===== src/rtl/indicator_pkg.sv =====
// Shared definitions for the 7-segment bus decoder: glyph patterns,
// segment bit positions, FSM state encoding and digit-count helpers.
// Optional feature macro used elsewhere: INDICATOR_DECODER_RAW_EN.
package indicator_pkg;

    localparam int unsigned NUM_DIGITS = 4;

    // Segment bit positions on the normalised segments byte
    localparam int unsigned BIT_A  = 0;
    localparam int unsigned BIT_B  = 1;
    localparam int unsigned BIT_C  = 2;
    localparam int unsigned BIT_D  = 3;
    localparam int unsigned BIT_E  = 4;
    localparam int unsigned BIT_F  = 5;
    localparam int unsigned BIT_G  = 6;
    localparam int unsigned BIT_DP = 7;

    // Active-high gfedcba glyph patterns, inverse of the indicator encoder
    localparam logic [6:0] SEG_0     = 7'h3F;
    localparam logic [6:0] SEG_1     = 7'h06;
    localparam logic [6:0] SEG_2     = 7'h5B;
    localparam logic [6:0] SEG_3     = 7'h4F;
    localparam logic [6:0] SEG_4     = 7'h66;
    localparam logic [6:0] SEG_5     = 7'h6D;
    localparam logic [6:0] SEG_6     = 7'h7D;
    localparam logic [6:0] SEG_7     = 7'h07;
    localparam logic [6:0] SEG_8     = 7'h7F;
    localparam logic [6:0] SEG_9     = 7'h6F;
    localparam logic [6:0] SEG_A     = 7'h77;
    localparam logic [6:0] SEG_B     = 7'h7C;
    localparam logic [6:0] SEG_C     = 7'h39;
    localparam logic [6:0] SEG_D     = 7'h5E;
    localparam logic [6:0] SEG_E     = 7'h79;
    localparam logic [6:0] SEG_F     = 7'h71;
    localparam logic [6:0] SEG_BLANK = 7'h00;

    typedef enum logic [1:0] {
        WAIT   = 2'd0,
        SETTLE = 2'd1,
        HOLD   = 2'd2
    } state_t;

    // Position of the set bit in a one-hot digit select
    function automatic logic [1:0] onehot_index(input logic [NUM_DIGITS-1:0] sel);
        onehot_index = '0;
        for (int unsigned i = 0; i < NUM_DIGITS; i++) begin
            if (sel[i]) begin
                onehot_index = 2'(i);
            end
        end
    endfunction

endpackage


===== src/rtl/seg7_to_hex.sv =====
// Combinational 7-segment pattern to hex nibble decoder.
// blank: no segment lit; bad: lit pattern that is not a hex glyph.
// A blank or bad pattern yields nibble 0.
module seg7_to_hex
    import indicator_pkg::*;
(
    input  logic [6:0] pattern,
    output logic [3:0] nibble,
    output logic       blank,
    output logic       bad
);

    // Table lookup of the sixteen glyphs; anything else is flagged
    always_comb begin
        nibble = '0;
        blank  = (pattern == SEG_BLANK);
        bad    = 1'b0;
        case (pattern)
            SEG_0:   nibble = 4'h0;
            SEG_1:   nibble = 4'h1;
            SEG_2:   nibble = 4'h2;
            SEG_3:   nibble = 4'h3;
            SEG_4:   nibble = 4'h4;
            SEG_5:   nibble = 4'h5;
            SEG_6:   nibble = 4'h6;
            SEG_7:   nibble = 4'h7;
            SEG_8:   nibble = 4'h8;
            SEG_9:   nibble = 4'h9;
            SEG_A:   nibble = 4'hA;
            SEG_B:   nibble = 4'hB;
            SEG_C:   nibble = 4'hC;
            SEG_D:   nibble = 4'hD;
            SEG_E:   nibble = 4'hE;
            SEG_F:   nibble = 4'hF;
            default: bad    = !blank;
        endcase
    end

endmodule


===== src/rtl/indicator_decoder.sv =====
// Receive side of the 4-digit multiplexed 7-segment bus. Synchronises the
// scanned bus, waits for each digit strobe to settle, decodes the glyph and
// reassembles the 16-bit displayed value with a per-frame pulse.
// Optional feature macro: INDICATOR_DECODER_RAW_EN adds the raw[31:0] port
// holding the normalised segment byte last captured for each digit.
module indicator_decoder
    import indicator_pkg::*;
#(
    parameter int unsigned SETTLE_CYCLES    = 4,
    parameter int unsigned DIGIT_ACTIVE_LOW = 1,
    parameter int unsigned SEG_ACTIVE_LOW   = 1
) (
    input  logic        clk,
    input  logic        rst_n,
    input  logic [3:0]  digits,
    input  logic [7:0]  segments,
    output logic [15:0] value,
    output logic [3:0]  dp,
    output logic [3:0]  blank,
    output logic        frame_valid,
    output logic        err
`ifdef INDICATOR_DECODER_RAW_EN
    ,
    output logic [31:0] raw
`endif
);

    if (SETTLE_CYCLES < 1 || SETTLE_CYCLES > 255) begin : g_bad_settle
        $error("SETTLE_CYCLES must be in 1..255");
    end

    // Bus level seen when nothing is driven; also the synchroniser reset value
    localparam logic [3:0] DIG_IDLE      = {4{DIGIT_ACTIVE_LOW != 0}};
    localparam logic [7:0] SEG_IDLE      = {8{SEG_ACTIVE_LOW != 0}};
    localparam logic [7:0] SETTLE_TARGET = 8'(SETTLE_CYCLES);
    localparam bit         SETTLE_ONE    = (SETTLE_CYCLES == 1);

    logic [3:0] dig_s1, dig_s2;
    logic [7:0] seg_s1, seg_s2;

    logic [3:0] sel;
    logic [7:0] seg_n;
    logic [3:0] prev_sel;
    logic [7:0] prev_seg;

    state_t     state;
    logic [7:0] cnt;
    logic [7:0] cnt_inc;

    logic       sel_valid;
    logic       same;
    logic       restart;
    logic       capture;
    logic [1:0] idx;

    logic [3:0] dec_nibble;
    logic       dec_blank;
    logic       dec_bad;

    logic [3:0] seen;
    logic [3:0] seen_next;
    logic       seen_full;

    // Two-flop synchronisers for the asynchronous display bus
    always_ff @(posedge clk or negedge rst_n) begin
        if (!rst_n) begin
            dig_s1 <= DIG_IDLE;
            dig_s2 <= DIG_IDLE;
            seg_s1 <= SEG_IDLE;
            seg_s2 <= SEG_IDLE;
        end else begin
            dig_s1 <= digits;
            dig_s2 <= dig_s1;
            seg_s1 <= segments;
            seg_s2 <= seg_s1;
        end
    end

    // Normalise polarity, qualify the select and detect a stable bus
    always_comb begin
        sel       = dig_s2 ^ DIG_IDLE;
        seg_n     = seg_s2 ^ SEG_IDLE;
        sel_valid = $onehot(sel);
        same      = (sel == prev_sel) && (seg_n == prev_seg);
        idx       = onehot_index(sel);
        cnt_inc   = cnt + 8'd1;
        // A new (select, segments) pair starts a fresh settle count of 1
        restart   = sel_valid && ((state == WAIT) || !same);
        capture   = (restart && SETTLE_ONE) ||
                    (sel_valid && (state == SETTLE) && same && (cnt_inc == SETTLE_TARGET));
    end

    seg7_to_hex u_dec (
        .pattern (seg_n[BIT_G:BIT_A]),
        .nibble  (dec_nibble),
        .blank   (dec_blank),
        .bad     (dec_bad)
    );

    // Settle FSM: one capture per stable select period
    always_ff @(posedge clk or negedge rst_n) begin
        if (!rst_n) begin
            state    <= WAIT;
            cnt      <= '0;
            prev_sel <= '0;
            prev_seg <= '0;
        end else begin
            prev_sel <= sel;
            prev_seg <= seg_n;
            if (!sel_valid) begin
                state <= WAIT;
                cnt   <= '0;
            end else if (capture) begin
                state <= HOLD;
                cnt   <= SETTLE_TARGET;
            end else if (restart) begin
                state <= SETTLE;
                cnt   <= 8'd1;
            end else if (state == SETTLE) begin
                cnt   <= cnt_inc;
            end
        end
    end

    // Frame tracking: a full mask clears on the following cycle while still
    // accepting a capture landing on that same cycle
    always_comb begin
        seen_full = (seen == 4'b1111);
        seen_next = seen_full ? '0 : seen;
        if (capture && !dec_bad) begin
            seen_next = seen_next | sel;
        end
    end

    // Capture registers, frame pulse and sticky error
    always_ff @(posedge clk or negedge rst_n) begin
        if (!rst_n) begin
            value       <= '0;
            dp          <= '0;
            blank       <= '0;
            frame_valid <= 1'b0;
            err         <= 1'b0;
            seen        <= '0;
        end else begin
            frame_valid <= seen_full;
            seen        <= seen_next;
            if (capture) begin
                dp[idx]    <= seg_n[BIT_DP];
                blank[idx] <= dec_blank;
                if (dec_bad) begin
                    err <= 1'b1;
                end else begin
                    value[{idx, 2'b00} +: 4] <= dec_nibble;
                end
            end
        end
    end

`ifdef INDICATOR_DECODER_RAW_EN
    // Raw normalised byte per digit, written on every capture
    always_ff @(posedge clk or negedge rst_n) begin
        if (!rst_n) begin
            raw <= '0;
        end else if (capture) begin
            raw[{idx, 3'b000} +: 8] <= seg_n;
        end
    end
`endif

endmodule


===== config.mk =====
export PLATFORM = sky130hd
export DESIGN_NAME = indicator_decoder
export DESIGN_NICKNAME = d
export VERILOG_FILES = /design/src/rtl/indicator_pkg.sv /design/src/rtl/seg7_to_hex.sv /design/src/rtl/indicator_decoder.sv
export SDC_FILE = /design/constraint.sdc
export NUM_CORES = 1
export LEC_CHECK = 0
export CAP_MARGIN = 20
export CORE_MARGIN = 10
export CORE_UTILIZATION = 50
export CTS_CLUSTER_SIZE = 12
export DETAILED_ROUTE_END_ITERATION = 16
export PLACE_DENSITY = 0.73
export SYNTH_ARGS = -nofsm -noshare
export SYNTH_HDL_FRONTEND = slang
export SYNTH_HIERARCHICAL = 1
export SYNTH_SLANG_ARGS = --single-unit
export TNS_END_PERCENT = 1

===== constraint.sdc =====
create_clock -name clk -period 6.3 [get_ports clk]
set_input_delay 1.26 -clock clk [delete_from_list [all_inputs] [get_ports clk]]
set_output_delay 1.26 -clock clk [all_outputs]
set_load 0.02 [all_outputs]

==> impl_metrics.csv <==
group,metric,value,unit
status,status,"complete, no violations",
die,die_x,102,um
worst_setup_path,crit_fanout,16,
cells_and_area,multiInputGateArea,1330,sq um
detailed_routing,route.detailed.drc,0,
detailed_routing,routed_wirelength,6.72,mm
synthesis,synth-edff-count,0,
detailed_routing,vias,2234,
sta,worstMarginPinSlew,0.912,ns
synthesis,synth_flop_cell,"dfrtp_1",
worst_setup_path,critPathLaunchType,"flip-flop",
detailed_routing,top_layer,"met4",
die,initial_core_util,52.2,%
cts,clock_path_buffers,2,
synthesis,synth_area,3370,sq um
placed_design,dpl.hpwl,4.75,mm
synthesis,synthCells,276,
cells_and_area,fillers,503,
synthesis,synth_compound_area_share,8.05,%
cells_and_area,nNetsFinal,334,
die,placementRows,29,
cts,path_clk_slew,0.08,ns
global_route,grt_pass1_wl,11.6,mm
global_route,grt_max_degree,77,
pwr,p_leak,1.84,nW
die,fp.dieH,102,um
synthesis,synth_xor_xnor_area_share,3.89,%
cts,numCtsBuffers,9,
worst_setup_path,critPathArrivalTime,3.76,ns
sta,setup_ws,2.78,ns
worst_setup_path,crit_type,"reg -> reg",
cts,cts.repair.resized,0,
worst_setup_path,path_cells,"fa_1 > inv_1 > ha_1 > ha_1 > or3b_1 > nand2b_1 > nor4_4 > nand4_1 > mux2_2",
synthesis,synth_top_family_by_area,"simple AND/OR/NAND/NOR gates",
synthesis,synthDominantCellAreaShare,38.6,%
synthesis,synth-simple-area-share,17.3,%
worst_setup_path,cp_slowest_cell,"nor4_4",
detailed_routing,met2_length,3.34,mm
worst_setup_path,worst-path-buf-inv,1,
worst_hold_path,hp-class,"reg -> reg",
synthesis,synth_most_common_cell,"dfrtp_1",
synthesis,syn_area_per_cell,12.2,sq um
sta,max_freq,0.284,GHz
cells_and_area,drive_above_1_share,23.1,%
synthesis,muxShareOfSynthArea,8.01,%
sta,tns,0,ns
cells_and_area,areaGrowthSynthToFinish,19.1,%
cts,post_cts_buffers,0,
die,pin_count,40,
cts,cts-hold-fix-buffers,0,
global_route,antenna_found_initial,0,
placed_design,portBuffers,39,
synthesis,syn_nets,295,
detailed_routing,wl_met3,334,um
cts,h-tree-depth,3,
sta,slew_violations,0,
job,cap_violations,0,
global_route,gr-total-overflow,0,
detailed_routing,avgRoutedWirePerCell,16.9,um
cts,cts_tree,"yes",
cts,clock_latency,0.34,ns
sta,setup_violations,0,
detailed_routing,drtAntennaViolNets,0,
worst_setup_path,cp.required,6.53,ns
synthesis,synthTopCellsByCount,"52 x dfrtp_1, 24 x dfstp_2, 24 x mux2_2",
cts,clockRootBuffer,"clkbuf_8",
pwr,ir_worst_vdd,212,uV
detailed_routing,viasPerCell,5.63,
global_route,grt_usage,14.0,%
sta,skew,0.00732,ns
cts,cts.sink_count,76,
detailed_routing,drt-met1-wl,2.98,mm
die,core,6460,sq um
sta,finalHoldViolations,0,
cells_and_area,num_antenna_cells,0,
detailed_routing,drtPass1Iterations,4,
pwr,power_density,244,nW/um^2
placed_design,gp_congestion,0.792,
synthesis,synth_warnings,6,
worst_setup_path,crit_family,"simple AND/OR/NAND/NOR gates",
sta,finalCritPeriodShare,55.9,%
worst_setup_path,max_stage_delay,0.67,ns
synthesis,ys_seq_elements,76,
cells_and_area,seqCellArea,1930,sq um
synthesis,ys_seq_area_share,57.3,%
placed_design,pre_cts_slack,2.78,ns
cells_and_area,fin_cells,397,
synthesis,async_flop_share,100,%
worst_setup_path,path_common_cell,"ha_1",
die,die_area,10400,sq um
detailed_routing,drt_iter0_markers,92,
synthesis,ys_types,52,
synthesis,synth_area_leaders,"dfrtp_1 39%, dfstp_2 19%, mux2_2 8.0%",
worst_setup_path,end_kind,"flip-flop",
synthesis,synth_fa_ha_area_share,2.08,%
sta,worst_slew_margin_rel,39.2,%
synthesis,yosysTopAreaCell,"dfrtp_1",
sta,min_period,3.52,ns
global_route,grt_pass1_vias,2298,
placed_design,dp_cells,381,
sta,rsz0062_at_grt,"false",
[report_power, final]
part           internal, mW  total [mW]  switching (mW)  leakage (nW)
combinational        0.0220      0.0628          0.0408         0.781
sequential            0.508       0.519          0.0106         0.949
clock                 0.223       0.400           0.177         0.107
total                 0.753       0.982           0.228          1.84
[stage by stage]
stage | util [%] | hold WS, ns | power (mW) | instance area [sq um]
floorplan | - | 0.345 | 0.563 | 3370
global placement | 58.9 | 0.346 | 0.589 | 3800
detailed placement | 58.9 | 0.347 | 0.591 | 3800
CTS | 62.2 | 0.358 | 0.992 | 4020
global route | 62.2 | 0.361 | 1.03 | 4020
finish | 62.2 | 0.357 | 0.982 | 4020
[cell type report]
| type | instances | area share [%] |
|---|---|---|
| inverter | 16 | 1.49 |
| timing repair buffer | 39 | 9.65 |
| multi-input combinational | 173 | 33.0 |
| sequential | 76 | 48.1 |
| tap | 77 | 2.40 |
| clock buffer | 10 | 3.18 |
| clock inverter | 6 | 2.18 |
[state kept, by name, indices dropped and copies added (netlist names), 2 cells and up]
signal	count
prev_sel	4
dig_s1	4
value	16
dp	4
state	2
seen	4
blank	4
seg_s2	8
dig_s2	4
cnt	8
prev_seg	8
seg_s1	8
[metal layers]
metal  vias to the layer above  track usage [%]
met3                         7             4.59
met2                        41             22.4
li1                       1062                -
met1                      1124             17.6
met4                         0             4.66
met5                         -                0
[cell families after synthesis]
logic type	count (synthesis)
xor+xnor	15
buf+inv	27
flops	76
compound gates	35
simple gates	94
mux	24
fa+ha+maj	5
[worst paths after layout]
path | startpoint | end | slack, ns | depth (start not counted)
setup / recovery | dig_s2[3]$_DFF_PN1_ | blank[2]$_DFFE_PN0P_ | 2.78 | 9
hold / removal | seg_s1[4]$_DFF_PN1_ | seg_s2[4]$_DFF_PN1_ | 0.36 | 0
setup reg to reg | dig_s2[3]$_DFF_PN1_ | blank[2]$_DFFE_PN0P_ | 2.78 | 9
hold reg to reg | seg_s1[4]$_DFF_PN1_ | seg_s2[4]$_DFF_PN1_ | 0.36 | 0
max in group asynchronous | rst_n | seen[2]$_DFF_PN0_ | 4.66 | 1
min in group asynchronous | rst_n | cnt[3]$_DFFE_PN0P_ | 1.04 | 1
[layout by cell type, fill, tap and decap left out, types with 5 or more instances in the layout]
| cell type | n |
|---|---|
| dfrtp_1 | 52 |
| nand4_1 | 10 |
| clkbuf_8 | 9 |
| o21ai_0 | 5 |
| nand2b_1 | 7 |
| nand2_1 | 18 |
| nor2_1 | 11 |
| nand3_1 | 9 |
| nor3_1 | 9 |
| xor2_1 | 14 |
| clkdlybuf4s50_1 | 38 |
| dfstp_2 | 24 |
| inv_1 | 15 |
| mux2_2 | 24 |
[worst reg2reg max path, delay by kind of cell, from the launching register on]
family / cells / cell delay, ns
simple gates: 4 / 1.61
buf+inv: 1 / 0.07
mux: 1 / 0.34
fa+ha+maj: 3 / 0.79
flops: 1 / 0.61
Note: power is estimated with default switching activity, not from simulation.
